===== config.mk =====
export PLATFORM = sky130hd
export DESIGN_NAME = int2flt_seq
export DESIGN_NICKNAME = d
export VERILOG_FILES = /design/src/rtl/int2flt_seq.sv
export SDC_FILE = /design/constraint.sdc
export NUM_CORES = 1
export LEC_CHECK = 0
export ABC_AREA = 0
export ABC_CLOCK_PERIOD_IN_PS = 2000
export CORE_MARGIN = 10
export CORE_UTILIZATION = 47
export CTS_CLUSTER_DIAMETER = 40
export DETAILED_ROUTE_END_ITERATION = 16
export GPL_TIMING_DRIVEN = 0
export PLACE_DENSITY = 0.79
export SETUP_SLACK_MARGIN = 0.3
export SLEW_MARGIN = 20
export SYNTH_ARGS = -nofsm -noshare
export SYNTH_HDL_FRONTEND = slang
export SYNTH_SLANG_ARGS = --single-unit

===== constraint.sdc =====
create_clock -name clk -period 2 [get_ports clk]
set_clock_uncertainty 0.05 [all_clocks]
set_input_delay 0.2 -clock clk [delete_from_list [all_inputs] [get_ports clk]]
set_output_delay 0.2 -clock clk [all_outputs]
set_load 0.1 [all_outputs]

===== src/rtl/int2flt_seq.sv =====
// Sequential signed-integer to float converter: normalise by shifting, then round.
// Macro INT2FLT_ROUND_NEAREST_EVEN_EN selects round-to-nearest-even; otherwise truncate.
module int2flt_seq #(
    parameter int IN_W      = 16,
    parameter int EXP_W     = 5,
    parameter int MAN_W     = 10,
    parameter int TWOS_COMP = 0
) (
    input  logic                   clk,
    input  logic                   reset,
    input  logic                   start,
    input  logic [IN_W-1:0]        int_in,
    output logic                   busy,
    output logic                   done,
    output logic [EXP_W+MAN_W:0]   flt_out
);

    localparam int BIAS = 2**(EXP_W-1) - 1;
    // Weight of the mag register MSB: sign-magnitude drops the sign bit.
    localparam int TOP  = (TWOS_COMP != 0) ? IN_W-1 : IN_W-2;
    localparam int XW   = EXP_W + $clog2(IN_W) + 2;
    localparam logic [XW-1:0] EXP_INIT = XW'(BIAS + TOP);
    localparam logic [XW-1:0] EXP_MAX  = XW'(2**EXP_W - 1);

    typedef enum logic [1:0] {IDLE, NORM, ROUND, DONE} state_t;

    state_t                 r_state;
    state_t                 w_next;
    logic [IN_W-1:0]        r_mag;
    logic [XW-1:0]          r_exp;
    logic                   r_sign;
    logic [EXP_W+MAN_W:0]   r_flt;

    logic [IN_W-1:0]        w_in_mag;
    logic                   w_mag_zero;
    logic [MAN_W-1:0]       w_man;
    logic                   w_rup;
    logic [MAN_W:0]         w_sum;
    logic [XW-1:0]          w_exp_r;
    logic [EXP_W+MAN_W:0]   w_flt;

    assign w_mag_zero = (r_mag == '0);
    assign busy       = (r_state != IDLE);
    assign done       = (r_state == DONE);
    assign flt_out    = r_flt;

    always_ff @(posedge clk or posedge reset) begin
        if (reset) r_state <= IDLE;
        else       r_state <= w_next;
    end

    always_comb begin
        w_next = r_state;
        unique case (r_state)
            IDLE:  if (start) w_next = NORM;
            NORM:  if (r_mag[IN_W-1] || w_mag_zero) w_next = ROUND;
            ROUND: w_next = DONE;
            DONE:  w_next = IDLE;
            default: w_next = IDLE;
        endcase
    end

    always_comb begin
        if (TWOS_COMP != 0)
            w_in_mag = int_in[IN_W-1] ? (~int_in + IN_W'(1)) : int_in;
        else
            w_in_mag = {int_in[IN_W-2:0], 1'b0};
    end

`ifdef INT2FLT_ROUND_NEAREST_EVEN_EN
    localparam int LW = IN_W + MAN_W;
    logic [LW-1:0] w_low;
    logic          w_guard;
    logic          w_sticky;
    // Bits below the MSB, zero-filled so short fields still yield MAN_W+1 bits.
    assign w_low    = {r_mag[IN_W-2:0], {(MAN_W+1){1'b0}}};
    assign w_man    = w_low[LW-1 -: MAN_W];
    assign w_guard  = w_low[LW-1-MAN_W];
    assign w_sticky = |w_low[LW-2-MAN_W:0];
    assign w_rup    = w_guard & (w_man[0] | w_sticky);
`else
    assign w_man = MAN_W'({r_mag[IN_W-2:0], {MAN_W{1'b0}}} >> (IN_W-1));
    assign w_rup = 1'b0;
`endif

    assign w_sum   = {1'b0, w_man} + (MAN_W+1)'(w_rup);
    assign w_exp_r = r_exp + XW'(w_sum[MAN_W]);

    always_comb begin
        w_flt = {r_sign, w_exp_r[EXP_W-1:0], w_sum[MAN_W-1:0]};
        if (w_mag_zero)
            w_flt = {r_sign, {(EXP_W+MAN_W){1'b0}}};
        else if (w_exp_r >= EXP_MAX)
            w_flt = {r_sign, {EXP_W{1'b1}}, {MAN_W{1'b0}}};
    end

    always_ff @(posedge clk or posedge reset) begin
        if (reset) begin
            r_mag  <= '0;
            r_exp  <= '0;
            r_sign <= 1'b0;
            r_flt  <= '0;
        end else begin
            if (r_state == IDLE && start) begin
                r_mag  <= w_in_mag;
                r_exp  <= EXP_INIT;
                r_sign <= int_in[IN_W-1];
            end else if (r_state == NORM && !r_mag[IN_W-1] && !w_mag_zero) begin
                r_mag <= {r_mag[IN_W-2:0], 1'b0};
                r_exp <= r_exp - XW'(1);
            end
            if (r_state == ROUND) r_flt <= w_flt;
        end
    end

endmodule

==> impl_metrics.ini <==
[synthesis]
synth_edf_count = 0
synth-seq-area-share_pct = 51.43
yosysWarnings = 0
synthCells = 231
syn_area_per_cell_um2 = 9.479
synth_cell_types = 37
ys_ff_latch = 45
synthFlopType = dfrtp_1
syn-cell-area_um2 = 2190
synth_fp_nets = 257
async_reset_ff_share_pct = 100.0

[clock_network]
cts_buffers = 5
cts_sinks = 45
holdBufCountCts = 0
clk_pin_slew_ns = 0.09
cts_tree = built
clock_latency_ns = 0.31
root_buffer = clkbuf_8
clock_path_buffers = 2
htreeDepth = 2

[timing]
drv_slew = 0
final.setup.worst_slack_ns = -0.1220
fin_setup_tns_ns = -0.2768
period_share_pct = 106.1
hold_ws_ns = 0.1412
fmax_mhz = 471.3
layout_min_cycle_time_ns = 2.122
setup_viol = 3
maxSlewHeadroom_pct = 63.45
rsz0062_at_grt = true
finalHoldViolations = 0
tightest_slew_ns = 0.5508

[placed_design]
port_buffers = 36
dpl_cell_area_um2 = 2724
dp_cells = 320
place_congestion = 0.8889
dp_hpwl_mm = 4.071

[power_and_ir_drop]
internal-power_mw = 3.035
leakage_nw = 1.582
switching_share_pct = 50.76
seq_power_share_pct = 27.4
p_comb_share_pct = 60.9
power.net_switching_mw = 3.129
clkPwrFrac_pct = 11.7
ir_drop_mv = 1.246
p_per_area_nw_per_um2 = 1701

[floorplan]
io_pins = 37
start_util_pct = 49.27
die_y_um = 88.26
dieArea_um2 = 7789
num_rows = 24
core_area_um2 = 4444
die_w_um = 88.26

[setup_path]
reg2reg_setup_slack_ns = -0.12
timing.rr.start = r_state[1]
ff2ff_path_depth = 6
endpoint_kind = register
crit_fanout = 6
crit_chain = inv_2 > ha_4 > or4b_4 > or3_4 > or4_4 > a21oi_2
endpoint = r_exp[6]
slowest_delay_ns = 0.46
r2r_end = r_exp[6]
cp_slowest_cell = or4b_4
start_kind = register
critPathArrivalTime_ns = 2.32
startpoint = r_state[1]
crit_type = reg2reg
required_ns = 2.20

[global_route]
grt_max_degree = 28
overflow = 0
grt_pass1_vias = 2178
antenna_found_initial = 0
track_usage_pct = 17.74
grt_first_pass_wirelength_mm = 10.81

[route]
first_pass_iters = 4
finalWirelength_mm = 8.059
vias = 2253
drc = 0
postRouteAntennaNets = 0
drtIter0Drc = 292
via_per_inst = 6.106
wl_per_cell_um = 21.84

[final_layout]
syn_to_final_growth_pct = 65.54
final_util_pct = 81.56
nNetsFinal = 342
final_area_um2 = 3625
drive_gt1_share_pct = 48.58
final_cells = 369
antenna_cells = 0
fillers = 224

[outcome]
status = finished with violations
violations = negative setup slack

[flow_run]
maxCapViolations = 0

[min_path]
hp-class = in2async
-- metal layers --
| metal | global-route usage [%] | vias to the layer above | routed length (µm) |
|---|---|---|---|
| met5 | 0 | - | 0 |
| met4 | 9.692 | 0 | 475 |
| met3 | 4.504 | 43 | 710 |
| met2 | 28.73 | 122 | 3875 |
| met1 | 21.20 | 1087 | 2998 |
| li1 | - | 1001 | - |
-- power groups by stage --
| stage | Clock (mW) | Sequential (mW) | Combinational (mW) |
|---|---|---|---|
| 2_1_floorplan | 0 | 2.44 | 1.17 |
| 5_1_grt | 0.761 | 1.72 | 3.97 |
| 4_1_cts | 0.724 | 1.60 | 3.05 |
| 3_3_place_gp | 0 | 1.61 | 2.60 |
| 3_5_place_dp | 0 | 1.63 | 2.67 |
| 6_report | 0.721 | 1.69 | 3.75 |
-- placed cells by master (no fill, tap or decap), types with 8 or more instances in the layout --
cell type	n
a22oi_2	10
buf_4	27
buf_6	12
clkdlybuf4s15_2	16
clkdlybuf4s50_1	18
dfrtp_1	39
inv_1	18
nand2_1	28
nor2_1	8
o21ai_1	14
o22ai_2	8
-- what timing repair did --
item,in CTS,in global routing
gates resized for setup,102,93
gates cloned,1,3
pin swaps,12,30
buffers inserted,24,13
setup endpoints to repair,59,46
-- logic make-up (layout without fill, tap and decap cells) --
kind of cell,count (synthesis),after routing,share of synthesized area [%]
AO/OA/AOI/OAI,66,66,19.03
XOR/XNOR,1,1,0.4001
adder cells (fa/ha/maj),7,7,4.000
buffers and inverters,34,119,5.828
flip-flops,45,45,51.43
multiplexers,7,7,3.314
AND/OR/NAND/NOR,71,72,16.00
-- critical path, delay by kind of cell (launching register included) --
family	cells	cell delay (ns)
AO/OA/AOI/OAI	1	0.12
AND/OR/NAND/NOR	3	1.28
flip-flops	1	0.40
adder cells (fa/ha/maj)	1	0.13
buffers and inverters	1	0.09
-- registers in the layout, indices dropped and copies added (netlist names) --
signal   cells
r_sign       1
flt_out     16
r_mag       15
r_state      2
r_exp       11
-- stage by stage --
stage,setup slack (ns),total power [mW]
floorplan,-0.06321,3.614
global placement,-0.2341,4.217
detailed placement,-0.2634,4.301
CTS,-0.09286,5.374
global route,-0.1560,6.447
finish,-0.1220,6.164
-- area by class of cell --
class,instances,area [µm²],share of cell area [%]
Buffer,12,110.1,3.038
Multi-Input combinational cell,153,1318,36.35
Timing Repair Buffer,77,794.5,21.92
Tap cell,52,65.06,1.795
Inverter,22,88.84,2.451
Clock inverter,3,46.29,1.277
Clock buffer,5,68.82,1.899
Sequential cell,45,1134,31.27
-- cells in the mapped netlist, drive strengths merged (3+ instances only) --
library cell / count / share of area [%]
dfrtp: 45 / 51
nand2b: 3 / 0.86
a22oi: 10 / 3.4
or4: 3 / 1.1
o21ai: 19 / 4.3
o211ai: 5 / 1.7
a21oi: 10 / 2.3
inv: 22 / 3.8
ha: 7 / 4.0
mux2i: 5 / 2.3
o22ai: 12 / 3.4
or3: 3 / 1.1
nand2: 35 / 6.0
clkbuf: 12 / 2.1
nor3: 3 / 0.69
nor2: 10 / 1.7
nor4: 5 / 1.4
-- how the worst min path moves through the flow --
| stage | slack, ns | end |
|---|---|---|
| after global routing | 0.18 | flt_out[0] |
| after global placement | 0.41 | r_sign |
| after CTS | 0.16 | flt_out[0] |
| after floorplan | 0.26 | r_sign |
| final | 0.14 | flt_out[2] |
| after detailed placement | 0.43 | r_sign |
(Power assumes the default switching activity.)
